## src/rtl/control_pkg.sv

```systemverilog
// control_pkg: shared types and opcode helpers for the multi-cycle control
// sequencer. Opcode values are derived from the opcode width so that any
// OPW keeps the same layout: the three highest codes are BR, STORE and LOAD,
// and every lower code is an ALU operation.
package control_pkg;

    typedef enum logic [2:0] {
        IDLE    = 3'd0,
        FETCH   = 3'd1,
        EXEC    = 3'd2,
        MEMWAIT = 3'd3,
        HALT    = 3'd4
    } state_t;

    // Low six IR bits of a BR instruction that mark it as HALT.
    localparam logic [5:0] HALT_FIELD = 6'b000000;

    function automatic int op_br_code(input int opw);
        return (32'sd1 <<< opw) - 32'sd1;
    endfunction

    function automatic int op_store_code(input int opw);
        return op_br_code(opw) - 32'sd1;
    endfunction

    function automatic int op_load_code(input int opw);
        return op_br_code(opw) - 32'sd2;
    endfunction

    // Opcode constants for the default 3-bit opcode width.
    localparam int          DEF_OPW  = 3;
    localparam logic [2:0]  OP_BR    = 3'(op_br_code(DEF_OPW));
    localparam logic [2:0]  OP_STORE = 3'(op_store_code(DEF_OPW));
    localparam logic [2:0]  OP_LOAD  = 3'(op_load_code(DEF_OPW));

endpackage

```

## src/rtl/control_seq.sv

```systemverilog
// control_seq: multi-cycle control sequencer.
// Latches the fetched instruction into IR and steps it through
// IDLE -> FETCH -> EXEC (-> MEMWAIT) -> FETCH ..., ending in HALT.
// Ports:
//   Clk       clock, rising edge
//   Reset     synchronous, active-high; also forces all outputs low
//   Start     begin execution (only looked at in IDLE)
//   instr     instruction ROM output at the current PC
//   pc_en     one pulse per retired instruction (advance/branch PC)
//   Branch    branch in execute; how_high = IR[4:3] target selector
//   RegWrite  reg_file write strobe; MemtoReg selects memory data
//   MemWrite  data memory write strobe
//   ALUSrc    tied 0;  RegDst tied 0
//   ALUOp     ALU operation select (opcode of an ALU instruction)
//   Done      held high in HALT
module control_seq
    import control_pkg::*;
#(
    parameter int OPW       = 3,
    parameter int MCODEBITS = 9,
    parameter int MEM_LAT   = 1
) (
    input  logic                 Clk,
    input  logic                 Reset,
    input  logic                 Start,
    input  logic [MCODEBITS-1:0] instr,
    output logic                 pc_en,
    output logic                 Branch,
    output logic [1:0]           how_high,
    output logic                 RegWrite,
    output logic                 MemWrite,
    output logic                 MemtoReg,
    output logic                 ALUSrc,
    output logic                 RegDst,
    output logic [OPW-1:0]       ALUOp,
    output logic                 Done
);

    localparam logic [OPW-1:0] OP_BR_C    = OPW'(op_br_code(OPW));
    localparam logic [OPW-1:0] OP_STORE_C = OPW'(op_store_code(OPW));
    localparam logic [OPW-1:0] OP_LOAD_C  = OPW'(op_load_code(OPW));
    // Counter preload: EXEC already spends one load cycle, so MEMWAIT
    // lasts MEM_LAT cycles ending on the cycle the counter reads zero.
    localparam logic [3:0]     LAT_M1     = (MEM_LAT > 0) ? 4'(MEM_LAT - 1) : 4'd0;

    state_t                r_state;
    state_t                w_next_state;
    logic [MCODEBITS-1:0]  r_ir;
    logic [3:0]            r_wait_cnt;
    logic [3:0]            w_wait_cnt_next;
    logic [OPW-1:0]        w_opcode;
    logic [5:0]            w_low;

    assign w_opcode = r_ir[MCODEBITS-1 -: OPW];
    assign w_low    = r_ir[5:0];

    // State, instruction register and load wait counter.
    always_ff @(posedge Clk) begin
        if (Reset) begin
            r_state    <= IDLE;
            r_ir       <= '0;
            r_wait_cnt <= 4'd0;
        end else begin
            r_state    <= w_next_state;
            r_wait_cnt <= w_wait_cnt_next;
            if (r_state == FETCH) begin
                r_ir <= instr;
            end else begin
                r_ir <= r_ir;
            end
        end
    end

    // Next-state, counter and output decode from state and IR.
    always_comb begin
        w_next_state    = r_state;
        w_wait_cnt_next = r_wait_cnt;
        pc_en           = 1'b0;
        Branch          = 1'b0;
        how_high        = 2'b00;
        RegWrite        = 1'b0;
        MemWrite        = 1'b0;
        MemtoReg        = 1'b0;
        ALUSrc          = 1'b0;
        RegDst          = 1'b0;
        ALUOp           = {OPW{1'b0}};
        Done            = 1'b0;

        case (r_state)
            IDLE: begin
                if (Start) begin
                    w_next_state = FETCH;
                end else begin
                    w_next_state = IDLE;
                end
            end
            FETCH: begin
                w_next_state = EXEC;
            end
            EXEC: begin
                if (w_opcode == OP_BR_C) begin
                    if (w_low == HALT_FIELD) begin
                        w_next_state = HALT;
                    end else begin
                        Branch       = 1'b1;
                        how_high     = r_ir[4:3];
                        pc_en        = 1'b1;
                        w_next_state = FETCH;
                    end
                end else if (w_opcode == OP_STORE_C) begin
                    MemWrite     = 1'b1;
                    pc_en        = 1'b1;
                    w_next_state = FETCH;
                end else if (w_opcode == OP_LOAD_C) begin
                    MemtoReg = 1'b1;
                    if (MEM_LAT == 0) begin
                        RegWrite     = 1'b1;
                        pc_en        = 1'b1;
                        w_next_state = FETCH;
                    end else begin
                        w_wait_cnt_next = LAT_M1;
                        w_next_state    = MEMWAIT;
                    end
                end else begin
                    ALUOp        = w_opcode;
                    RegWrite     = 1'b1;
                    pc_en        = 1'b1;
                    w_next_state = FETCH;
                end
            end
            MEMWAIT: begin
                MemtoReg = 1'b1;
                if (r_wait_cnt == 4'd0) begin
                    RegWrite     = 1'b1;
                    pc_en        = 1'b1;
                    w_next_state = FETCH;
                end else begin
                    w_wait_cnt_next = r_wait_cnt - 4'd1;
                    w_next_state    = MEMWAIT;
                end
            end
            HALT: begin
                Done         = 1'b1;
                w_next_state = HALT;
            end
            default: begin
                w_next_state = IDLE;
            end
        endcase

        // Reset wins over everything so no write can land in the reset cycle.
        if (Reset) begin
            pc_en    = 1'b0;
            Branch   = 1'b0;
            how_high = 2'b00;
            RegWrite = 1'b0;
            MemWrite = 1'b0;
            MemtoReg = 1'b0;
            ALUOp    = {OPW{1'b0}};
            Done     = 1'b0;
        end else begin
            Done     = Done;
        end
    end

endmodule

```

## config.mk

```make
export PLATFORM = sky130hd
export DESIGN_NAME = control_seq
export DESIGN_NICKNAME = d
export VERILOG_FILES = /design/src/rtl/control_pkg.sv /design/src/rtl/control_seq.sv
export SDC_FILE = /design/constraint.sdc
export NUM_CORES = 1
export LEC_CHECK = 0
export BUFFER_PORTS_ARGS = -buffer_cell sky130_fd_sc_hd__buf_2
export CAP_MARGIN = 10
export CORE_MARGIN = 10
export CORE_UTILIZATION = 51
export DETAILED_ROUTE_END_ITERATION = 10
export GPL_TIMING_DRIVEN = 0
export PLACE_DENSITY = 0.82
export SLEW_MARGIN = 20
export SYNTH_ARGS = -nofsm -noshare
export SYNTH_HDL_FRONTEND = slang
export SYNTH_SLANG_ARGS = --single-unit
```

## constraint.sdc

```tcl
create_clock -name Clk -period 2 [get_ports Clk]
set_input_delay 0.5 -clock Clk [delete_from_list [all_inputs] [get_ports Clk]]
set_output_delay 0.5 -clock Clk [all_outputs]
set_load 0.02 [all_outputs]
```

# Word level (Yosys, flattened, before mapping)
# Index checks and enable logic that the tools add are counted.
# totals
elab_cells	66
in_bits	12
out_inout_bits	13
ff_bits	16
# op_classes
reduce_logical	5
addsub	1
muxes	46
n_eq_ne	11
# op_table
op	n
$mux W1	23
$mux W3	7
$mux W4	4
$pmux W3 S5	1
$mux W2	7
$eq A3 B3 Y1 const B	4
$ne A2 B2 Y1 const B	4
$pmux W4 S2	1
$eq A3 B2 Y1 const B	2
$logic_not A6 Y1	1
$pmux W1 S2	3
$reduce_and A5 Y1	1
$logic_not A4 Y1	1
$sub A4 B1 Y4 const B	1
$eq A3 B1 Y1 const B	1
$logic_not A3 Y1	1
$reduce_bool A2 Y1	1

# Longest topological paths before layout
# Gate-level depths: netlist of the first run.
# depth
word_depth	6
mapped_depth	5
depth_no_buf	5

# Worst setup path after synthesis of the first run
# No wires, ideal clock.
# synth_timing
path_type	reg-to-output
from	register r_state[0]
to	output ALUOp[2]
path_buffers	2
arrival_time_ns	1.426
path_slack_ns	0.074
stages_incl_launch_ff	5
required_ns	1.500
path_cell_list	dfxtp_1 -> buf_6 -> or3b_1 -> buf_2 -> nor3_1
# synth_between
elab_chain_len	3
# synth_rtl
item	line_no	text
start, declared	control_seq.sv:46	state_t r_state;
start signal, assigned	control_seq.sv:64	r_state <= w_next_state;
$eq A3 B2 Y1	control_seq.sv:89	case (r_state)
$mux W3	control_seq.sv:89	
$mux W3	control_seq.sv:152	if (Reset) begin
end, declared	control_seq.sv:35	output logic [OPW-1:0] ALUOp,
# No other way between the ends.

# Worst setup path in the final report of the first run
# layout_timing
from	register r_ir[0]
to	output pc_en
# layout_between
elab_chain_len	5
# layout_rtl
item	line_no	text
start, declared	control_seq.sv:48	logic [MCODEBITS-1:0] r_ir;
start signal, assigned	control_seq.sv:67	r_ir <= instr;
start signal, assigned	control_seq.sv:69	r_ir <= r_ir;
$logic_not A6 Y1	control_seq.sv:102	if (w_low == HALT_FIELD) begin
$mux W1	control_seq.sv:102	
$mux W1	control_seq.sv:101	if (w_opcode == OP_BR_C) begin
$pmux W1 S2	control_seq.sv:89	
$mux W1	control_seq.sv:152	
end, declared	control_seq.sv:27	output logic pc_en,
# No other way between the ends.

==> results of run 1 <==
==> flip-flops by register name (all words and copies together) (netlist names) <==
signal and flops:
r_ir 9, r_wait_cnt 4, r_state 3
==> metrics by stage <==
stage	power, mW	area [µm²]	setup TNS (ns)
final	0.662	1410	-0.722
after global routing	0.695	1410	-1.22
after CTS	0.634	1270	-0.542
after detailed placement	0.451	1110	-0.0680
after global placement	0.447	1110	0
after floorplan	0.423	970	0
==> cells in the final DEF (no fill, tap or decap), types with 3 or more instances in the layout <==
cell,n
clkbuf_4,3
dfxtp_1,9
a21oi_1,5
nand4b_1,3
nor4b_4,4
nand2_1,4
nor2_1,12
buf_2,11
or3_1,3
dfxtp_2,5
mux2i_1,9
buf_4,22
buf_6,7
==> cell type report <==
cell class	instances	share of cell area (%)
well taps	25	2.21
multi-input cells	77	48.7
plain buffers	7	4.07
clock buffers	3	1.59
inverters	4	1.06
flip-flops and latches	16	23.6
repair buffers	36	18.8
==> worst max-delay path, cell delays in order (launching register included) <==
cell,delay [ns]
dfxtp_1,0.32
or4_4,0.57
o311ai_4,0.25
a31oi_1,0.13
buf_4,0.17
==> kinds of logic (layout without fill, tap and decap cells) <==
kind of cell             count (synthesis)  count (layout)  share of synthesized area (%)
AO/OA/AOI/OAI                           18              18                           12.8
adder cells (fa/ha/maj)                  2               2                           2.59
buffers and inverters                   15              50                           8.16
flip-flops                              16              16                           33.2
multiplexers                             9               9                           9.33
other                                    1               2                          0.388
AND/OR/NAND/NOR                         46              46                           33.6
==> where the power goes <==
part / internal, mW / switching, mW / leakage [nW]
logic: 0.0677 / 0.0671 / 0.400
registers: 0.331 / 0.0232 / 0.134
clock network: 0.0698 / 0.103 / 0.0138
==> final timing paths <==
kind                 startpoint            end  slack [ns]  depth (start not counted)
setup / recovery        r_ir[0]          pc_en       -0.23                          4
hold / removal         instr[5]        r_ir[5]        0.46                          3
setup reg to reg        r_ir[0]     r_state[0]        0.48                          4
hold reg to reg   r_wait_cnt[3]  r_wait_cnt[3]        0.51                          2
==> layer usage <==
layer / share of wire [%] / wire, µm / global-route usage [%]
met5: 0 / 0 / 0
met4: 0.93 / 28 / 4.10
met3: 7.6 / 228 / 3.71
met2: 55 / 1650 / 26.3
met1: 37 / 1100 / 14.4
==> repair_timing <==
action,4_1_cts,5_1_grt
cloned,0,0
pin swaps,4,11
resized for setup,26,32
endpoints found under the setup margin,11,10
endpoints found under the hold margin,0,0
setup buffers,7,7
==> results.txt, run 1 <==
Drt via density -> 5.87
H-tree levels -> 1
Synth warn -> 0
Cell area power density -> 468 nW/µm²
Vias post-DR -> 986
Status -> finished with violations
I/O Pins -> 25
DR iter-0 viols -> 47
Worst Path Required -> 1.50 ns
Most frequent cell after synthesis -> dfxtp_1
Post-Syn Area -> 966 µm²
Initial Utilization -> 54.8%
Async S/R FF share, synth -> 0%
Ys flop type -> dfxtp_1
RSZ-0062 raised after global routing -> yes
Die area -> 4030 µm²
Leak pwr -> 0.547 nW
Die Ht -> 63.5 µm
Final Util -> 80.1%
Hold Buf Count CTS -> 0
Sequential area share after synthesis -> 33.2%
Crit. End Element -> primary output
Final WL -> 3010 µm
Post-Synthesis Cells -> 107
Vias in the first global route -> 952
Maximum VDD drop -> 0.000504 V
Rows -> 15
Final Hold Viols -> 0
Worst-path maximum fanout -> 3
DP Worst Slack -> -0.0295 ns
Area leader, netlist -> dfxtp_1
# diodes -> 0
Share of post-route cells with drive strength above 1 -> 52.4%
Layout area overhead -> 46.4%
Setup ws final -> -0.227 ns
Gr ovfl total -> 0
Tmin final -> 2.23 ns
Fill cells -> 120
Achievable Freq -> 449 MHz
CTS tree -> built
Top cells by area, synth -> dfxtp_1 33%, mux2i_1 9.3%, nor2_1 4.7%
Yosys reg bits -> 16
Post-DRT Antenna Nets -> 0
First-pass GRT wire length -> 4610 µm
Final setup fails -> 7
Fin cells -> 168
Commonest cells post-synth -> 16 x dfxtp_1, 12 x nor2_1, 9 x mux2i_1
Clock Latency Late Sink -> 0.28 ns
DP Cell Count -> 155
First-pass DRT Iterations -> 4
Post-synth EDFFs -> 0
Port bufs -> 22
All-Layer GR Usage -> 13.9%
Setup crit start kind -> flop
DRC -> 0
Worst path arrival time -> 1.73 ns
CTS clk-pin slew, worst paths -> 0.10 ns
Synth top area share -> 33.2%
MaxCap Viol Count -> 0
Count of cell types in the netlist -> 38
Pin count of the biggest net entering global routing -> 11
Initial antenna violation count -> 0
WS Path Type -> reg2out
Average wire per standard cell -> 17.9 µm
Nets@finish -> 159
Tcrit/Tclk final -> 111%
TritonCTS buffer count -> 3
DP HPWL -> 1700 µm
Mean Syn Cell Area -> 9.03 µm²
FF+latch area -> 334 µm²
Failing checks -> setup timing
CTS root buffer -> clkbuf_4
CORE AREA -> 1760 µm²
Fin Clk Skew -> 0.00188 ns
Hold Path Class -> in2reg
CTS sink cnt -> 16
Clock Path Buffers -> 2
GP Congestion -> 0.807
Multi-input gate area -> 688 µm²
Max-slew violations -> 0
Die width -> 63.5 µm
WHS -> 0.460 ns
Power figures use the tool's default switching activity.
==> inputs of run 2 (changes only) <==
Settings changed: PLACE_DENSITY 0.82 to 0.76.
==> run 2 against run 1 <==
The flow still finishes with violations (setup timing). Clock skew increased by 0.0027 ns. Power increased by 6.9%. Worst setup slack improved by 0.035 ns. Largest power group unchanged. Die area unchanged. Final cell count increased by 1.2%. Via count decreased by 4.3%. Combinational power decreased by 5%. Non-clock buffer count increased by 1. Critical path type unchanged.
==> results.txt, run 2 (synthesis gave the netlist of run 1 again) <==
Top reg by flops -> r_ir (unchanged)
CTS clk-pin slew, worst paths -> 0.09 ns (was 0.10 ns)
CTS sink cnt -> 16 (unchanged)
Maximum VDD drop -> 0.000428 V (was 0.000504 V)
All-Layer GR Usage -> 12.8% (was 13.9%)
Drt via density -> 5.55 (was 5.87)
CTS tree -> built (unchanged)
DR iter-0 viols -> 22 (was 47)
CTS root buffer -> clkbuf_4 (unchanged)
Hold Path Class -> in2reg (unchanged)
Net Sw Frac -> 28.2% (was 29.2%)
Final WL -> 2730 µm (was 3010 µm)
Sequential power share -> 49.8% (was 53.5%)
Crit. End Element -> primary output (unchanged)
Final Util -> 79.5% (was 80.1%)
DRC -> 0 (unchanged)
Cell area power density -> 504 nW/µm² (was 468 nW/µm²)
Worst Path Required -> 1.50 ns (about the same)
Commonest non-fill, non-tap cell in the layout -> buf_4 (unchanged)
Tcrit/Tclk final -> 110% (was 111%)
Port bufs -> 22 (unchanged)
Achievable Freq -> 456 MHz (was 449 MHz)
Leak pwr -> 0.552 nW (was 0.547 nW)
WS Path Type -> reg2out (unchanged)
Average wire per standard cell -> 16.0 µm (was 17.9 µm)
Cells on worst reg2reg path -> 4 (unchanged)
DP Cell Count -> 155 (unchanged)
Setup TNS -> -0.611 ns (was -0.722 ns)
Die width -> 63.5 µm (unchanged)
Slew headroom -> 59.9%
Psw -> 200 µW (was 193 µW)
Status -> finished with violations (unchanged)
Post-DRT Antenna Nets -> 0 (unchanged)
Final Hold Viols -> 0 (unchanged)
Initial Utilization -> 54.8% (unchanged)
Setup ws final -> -0.193 ns (was -0.227 ns)
Rows -> 15 (unchanged)
First-pass DRT Iterations -> 4 (unchanged)
WHS -> 0.424 ns (was 0.460 ns)
Final setup fails -> 7 (unchanged)
MaxCap Viol Count -> 0 (unchanged)
Tmin final -> 2.19 ns (was 2.23 ns)
Combinational share of power -> 18.0% (was 20.4%)
Worst-path maximum fanout -> 3 (unchanged)
Layout area overhead -> 45.2% (was 46.4%)
Vias in the first global route -> 958 (was 952)
# diodes -> 0 (unchanged)
CORE AREA -> 1760 µm² (unchanged)
Pin count of the biggest net entering global routing -> 11 (unchanged)
Worst path arrival time -> 1.69 ns (was 1.73 ns)
Hold Path Depth -> 3 (unchanged)
Fin cells -> 170 (was 168)
Hold Path Origin -> instr[7] (was instr[5])
DP HPWL -> 1670 µm (was 1700 µm)
Reg-to-reg startpoint -> r_ir[0] (unchanged)
Vias post-DR -> 944 (was 986)
Clock Latency Late Sink -> 0.31 ns (was 0.28 ns)
Initial antenna violation count -> 0 (unchanged)
First-pass GRT wire length -> 4420 µm (was 4610 µm)
Power Total -> 707 µW (was 662 µW)
Fin Clk Skew -> 0.00454 ns (was 0.00188 ns)
Setup crit start kind -> flop (unchanged)
Die Ht -> 63.5 µm (unchanged)
I/O Pins -> 25 (unchanged)
RSZ-0062 raised after global routing -> yes (unchanged)
P_int -> 508 µW (was 468 µW)
Gr ovfl total -> 0 (unchanged)
Max-slew violations -> 0 (unchanged)
Fill cells -> 133 (was 120)
TritonCTS buffer count -> 3 (unchanged)
Crit. Startpoint -> r_ir[0] (unchanged)
Clock share of power -> 32.1% (was 26.1%)
Worst slew pin tran -> 0.602 ns
Largest registers -> r_ir: 9 flops, r_wait_cnt: 4 flops, r_state: 3 flops (unchanged)
GP Congestion -> 0.816 (was 0.807)
Die area -> 4030 µm² (unchanged)
Max reg flops -> 9 (unchanged)
H-tree levels -> 1 (unchanged)
Failing checks -> setup timing (unchanged)
Clock Path Buffers -> 2 (unchanged)
Nets@finish -> 160 (was 159)
Share of post-route cells with drive strength above 1 -> 53.8% (was 52.4%)
Most frequent cells in the layout -> 23 x buf_4, 13 x buf_2, 12 x nor2_1, 9 x mux2i_1, 8 x dfxtp_1 (was 22 x buf_4, 12 x nor2_1, 11 x buf_2, 9 x mux2i_1, 9 x dfxtp_1)
## run 2: changes by cell type in the layout (fill, tap and decap cells not counted), sizes merged
cell and change:
buf +1, clkbuf +1
## run 2: per-layer routing
layer  vias up  track usage [%]  part of all wire, %
met5         -                0                    0
met4         0             4.92                  2.6
met3         7             4.24                  5.7
met2        25             22.2                   53
met1       450             13.8                   39
li1        462                -                    -
## run 2: final cells by class
| cell class | instances | area (µm²) | share of cell area (%) |
|---|---|---|---|
| plain buffers | 7 | 52.6 | 3.75 |
| multi-input cells | 77 | 672 | 47.9 |
| clock buffers | 4 | 36.3 | 2.59 |
| well taps | 25 | 31.3 | 2.23 |
| inverters | 4 | 15.0 | 1.07 |
| repair buffers | 37 | 260 | 18.6 |
| flip-flops and latches | 16 | 335 | 23.9 |
## run 2: worst paths after layout
| check | endpoint | slack [ns] |
|---|---|---|
| worst min-delay path | r_ir[7] | 0.42 |
| worst max register to register | r_state[0] | 0.44 |
| worst max-delay path | pc_en | -0.19 |
| worst min register to register | r_wait_cnt[1] | 0.51 |
## run 2: stage by stage
| stage | area (µm²) | setup WS [ns] |
|---|---|---|
| 2_1_floorplan | 970 | 0.0741 |
| 3_3_place_gp | 1110 | 0.0454 |
| 6_report | 1400 | -0.193 |
| 3_5_place_dp | 1110 | 0.000664 |
| 4_1_cts | 1290 | -0.198 |
| 5_1_grt | 1400 | -0.253 |
## run 2: power groups by stage
stage                     clock network (mW)  registers [mW]  logic [mW]
after floorplan                            0           0.346      0.0768
after global placement                     0           0.348      0.0987
after detailed placement                   0           0.349       0.101
after CTS                              0.224           0.349       0.108
after global routing                   0.244           0.354       0.138
final                                  0.227           0.352       0.128
## run 2: what timing repair did
item	4_1_cts	5_1_grt
buffers inserted	7	8
pin swaps	4	7
resized for setup	29	22
setup endpoints to repair	10	10
hold buffers	0	0
## run 2: worst max-delay path: stages, from the launching register on
cell and delay [ns]:
dfxtp_1 0.32, or4_4 0.56, o311ai_4 0.22, a31oi_1 0.11
buf_4 0.17
==> inputs of run 3 (changes only) <==
Settings changed: CELL_PAD_IN_SITES_DETAIL_PLACEMENT set to 1, CELL_PAD_IN_SITES_GLOBAL_PLACEMENT set to 1, CORE_UTILIZATION 51 to 38.
==> run 3 against run 2 <==
The run still ends with setup timing left. Via count increased by 1.6%. Power up 0.48%. Critical path depth did not move. Combinational power increased by 9%. Worst setup slack got worse by 0.086 ns. Non-clock buffer count increased by 2. Global-route usage grew 0.36 points. Count of clock-buffer cells in the layout is the same. Sequential share of layout area decreased by 0.74 points. Core utilization is 20 points lower. First-iteration DRC count up 41%. Final cell count rose by 4.1%.
==> results.txt, run 3 (synthesis gave the netlist of run 1 again) <==
Initial Utilization -> 39.3% (was 54.8%)
First-pass GRT wire length -> 5370 µm (was 4420 µm)
Hold Path Depth -> 3 (unchanged)
WS Path Type -> reg2out (unchanged)
P_int -> 511 µW (was 508 µW)
Failing checks -> setup timing (unchanged)
Fill cells -> 276 (was 133)
Hold Path Origin -> instr[0] (was instr[7])
H-tree levels -> 1 (unchanged)
Average wire per standard cell -> 18.6 µm (was 16.0 µm)
Worst Path Required -> 1.50 ns (about the same)
Multi-input gate area -> 679 µm² (was 672 µm²)
Cell area power density -> 489 nW/µm² (was 504 nW/µm²)
Pin count of the biggest net entering global routing -> 11 (unchanged)
DRC -> 0 (unchanged)
Final Util -> 59.2% (was 79.5%)
Largest registers -> r_ir: 9 flops, r_wait_cnt: 4 flops, r_state: 3 flops (unchanged)
Crit. Startpoint -> r_ir[2] (was r_ir[0])
Nets@finish -> 162 (was 160)
Worst-path maximum fanout -> 3 (unchanged)
Final setup fails -> 4 (was 7)
Reg-to-reg startpoint -> r_ir[2] (was r_ir[0])
# diodes -> 0 (unchanged)
DP Worst Slack -> -0.0101 ns (was 0.000664 ns)
Max-slew violations -> 0 (unchanged)
Post-DRT Antenna Nets -> 0 (unchanged)
Clock share of power -> 31.1% (was 32.1%)
CORE AREA -> 2450 µm² (was 1760 µm²)
Fin Clk Skew -> 0.00132 ns (was 0.00454 ns)
Cells on worst reg2reg path -> 4 (unchanged)
Clock Path Buffers -> 2 (unchanged)
Crit. End Element -> primary output (unchanged)
Die width -> 70.4 µm (was 63.5 µm)
Drt via density -> 5.42 (was 5.55)
Vias in the first global route -> 1,074 (was 958)
DR iter-0 viols -> 31 (was 22)
TritonCTS buffer count -> 3 (unchanged)
CTS clk-pin slew, worst paths -> 0.10 ns (was 0.09 ns)
CTS root buffer -> clkbuf_4 (unchanged)
Commonest non-fill, non-tap cell in the layout -> buf_4 (unchanged)
Port bufs -> 22 (unchanged)
Maximum VDD drop -> 0.000455 V (was 0.000428 V)
I/O Pins -> 25 (unchanged)
Max reg flops -> 9 (unchanged)
Status -> finished with violations (unchanged)
MaxCap Viol Count -> 0 (unchanged)
CTS sink cnt -> 16 (unchanged)
Die area -> 4960 µm² (was 4030 µm²)
Hold Path Class -> in2reg (unchanged)
Net Sw Frac -> 28.1% (was 28.2%)
Worst path arrival time -> 1.78 ns (was 1.69 ns)
Achievable Freq -> 439 MHz (was 456 MHz)
Setup crit start kind -> flop (unchanged)
Final Hold Viols -> 0 (unchanged)
RSZ-0062 raised after global routing -> yes (unchanged)
Setup ws final -> -0.279 ns (was -0.193 ns)
All-Layer GR Usage -> 13.1% (was 12.8%)
Sequential power share -> 49.3% (was 49.8%)
Clock Latency Late Sink -> 0.29 ns (was 0.31 ns)
Rows -> 18 (was 15)
Final WL -> 3290 µm (was 2730 µm)
FF+latch area -> 337 µm² (was 335 µm²)
First-pass DRT Iterations -> 4 (unchanged)
CTS tree -> built (unchanged)
Layout area overhead -> 50.4% (was 45.2%)
Psw -> 200 µW (about the same)
Top reg by flops -> r_ir (unchanged)
Tmin final -> 2.28 ns (was 2.19 ns)
Die Ht -> 70.4 µm (was 63.5 µm)
DP HPWL -> 1910 µm (was 1670 µm)
Combinational share of power -> 19.6% (was 18.0%)
Initial antenna violation count -> 0 (unchanged)
Leak pwr -> 0.570 nW (was 0.552 nW)
Share of post-route cells with drive strength above 1 -> 53.7% (was 53.8%)
Gr ovfl total -> 0 (unchanged)
GP Congestion -> 0.769 (was 0.816)
Tcrit/Tclk final -> 114% (was 110%)
Vias post-DR -> 959 (was 944)
Most frequent cells in the layout -> 25 x buf_4, 12 x nor2_1, 11 x buf_2, 9 x mux2i_1, 9 x dfxtp_1 (was 23 x buf_4, 13 x buf_2, 12 x nor2_1, 9 x mux2i_1, 8 x dfxtp_1)
Hold Buf Count CTS -> 0 (unchanged)
==> run 3: through the flow <==
| step | setup TNS (ns) | hold slack [ns] | power, mW | instances | cell area [µm²] |
|---|---|---|---|---|---|
| 2_1_floorplan | 0 | 0.461 | 0.423 | 108 | 970 |
| 3_3_place_gp | 0 | 0.475 | 0.450 | 160 | 1120 |
| 3_5_place_dp | -0.0159 | 0.490 | 0.453 | 160 | 1120 |
| 4_1_cts | -0.637 | 0.437 | 0.699 | 174 | 1350 |
| 5_1_grt | -1.10 | 0.428 | 0.753 | 177 | 1450 |
| 6_report | -0.572 | 0.438 | 0.711 | 177 | 1450 |
==> run 3: routing by layer <==
layer  vias to the layer above  track usage (%)  part of all wire [%]
met5                         -                0                     0
met4                         0             4.82                   1.9
met3                         6             4.24                   3.8
met2                        21             24.8                    55
met1                       467             12.8                    40
li1                        465                -                     -
==> run 3: worst paths after layout <==
path | end | slack (ns)
max | pc_en | -0.28
min | r_ir[0] | 0.44
max reg2reg | r_state[0] | 0.46
min reg2reg | r_ir[0] | 0.51
==> run 3: cell type report <==
cell class / count / share of cell area, %
Multi-Input combinational cell: 77 / 46.8
Sequential cell: 16 / 23.2
Timing Repair Buffer: 39 / 19.8
Buffer: 7 / 3.96
Tap cell: 30 / 2.58
Clock buffer: 4 / 2.50
Inverter: 4 / 1.21
==> run 3: what timing repair did <==
item	4_1_cts	5_1_grt
gates resized for setup	35	24
setup buffers	12	5
setup endpoints to repair	10	11
pin swaps	8	9
==> run 3: critical path: stages (launching register included) <==
cell	delay, ns
dfxtp_2	0.33
or4_4	0.56
o311ai_4	0.24
a31oi_1	0.16
buf_4	0.19
==> run 3: power by group through the flow <==
stage                     sequential [mW]  combinational [mW]  clock, mW
final                               0.351               0.139      0.221
after global routing                0.352               0.151      0.249
after floorplan                     0.346              0.0768          0
after detailed placement            0.349               0.104          0
after global placement              0.349               0.101          0
after CTS                           0.347               0.126      0.226
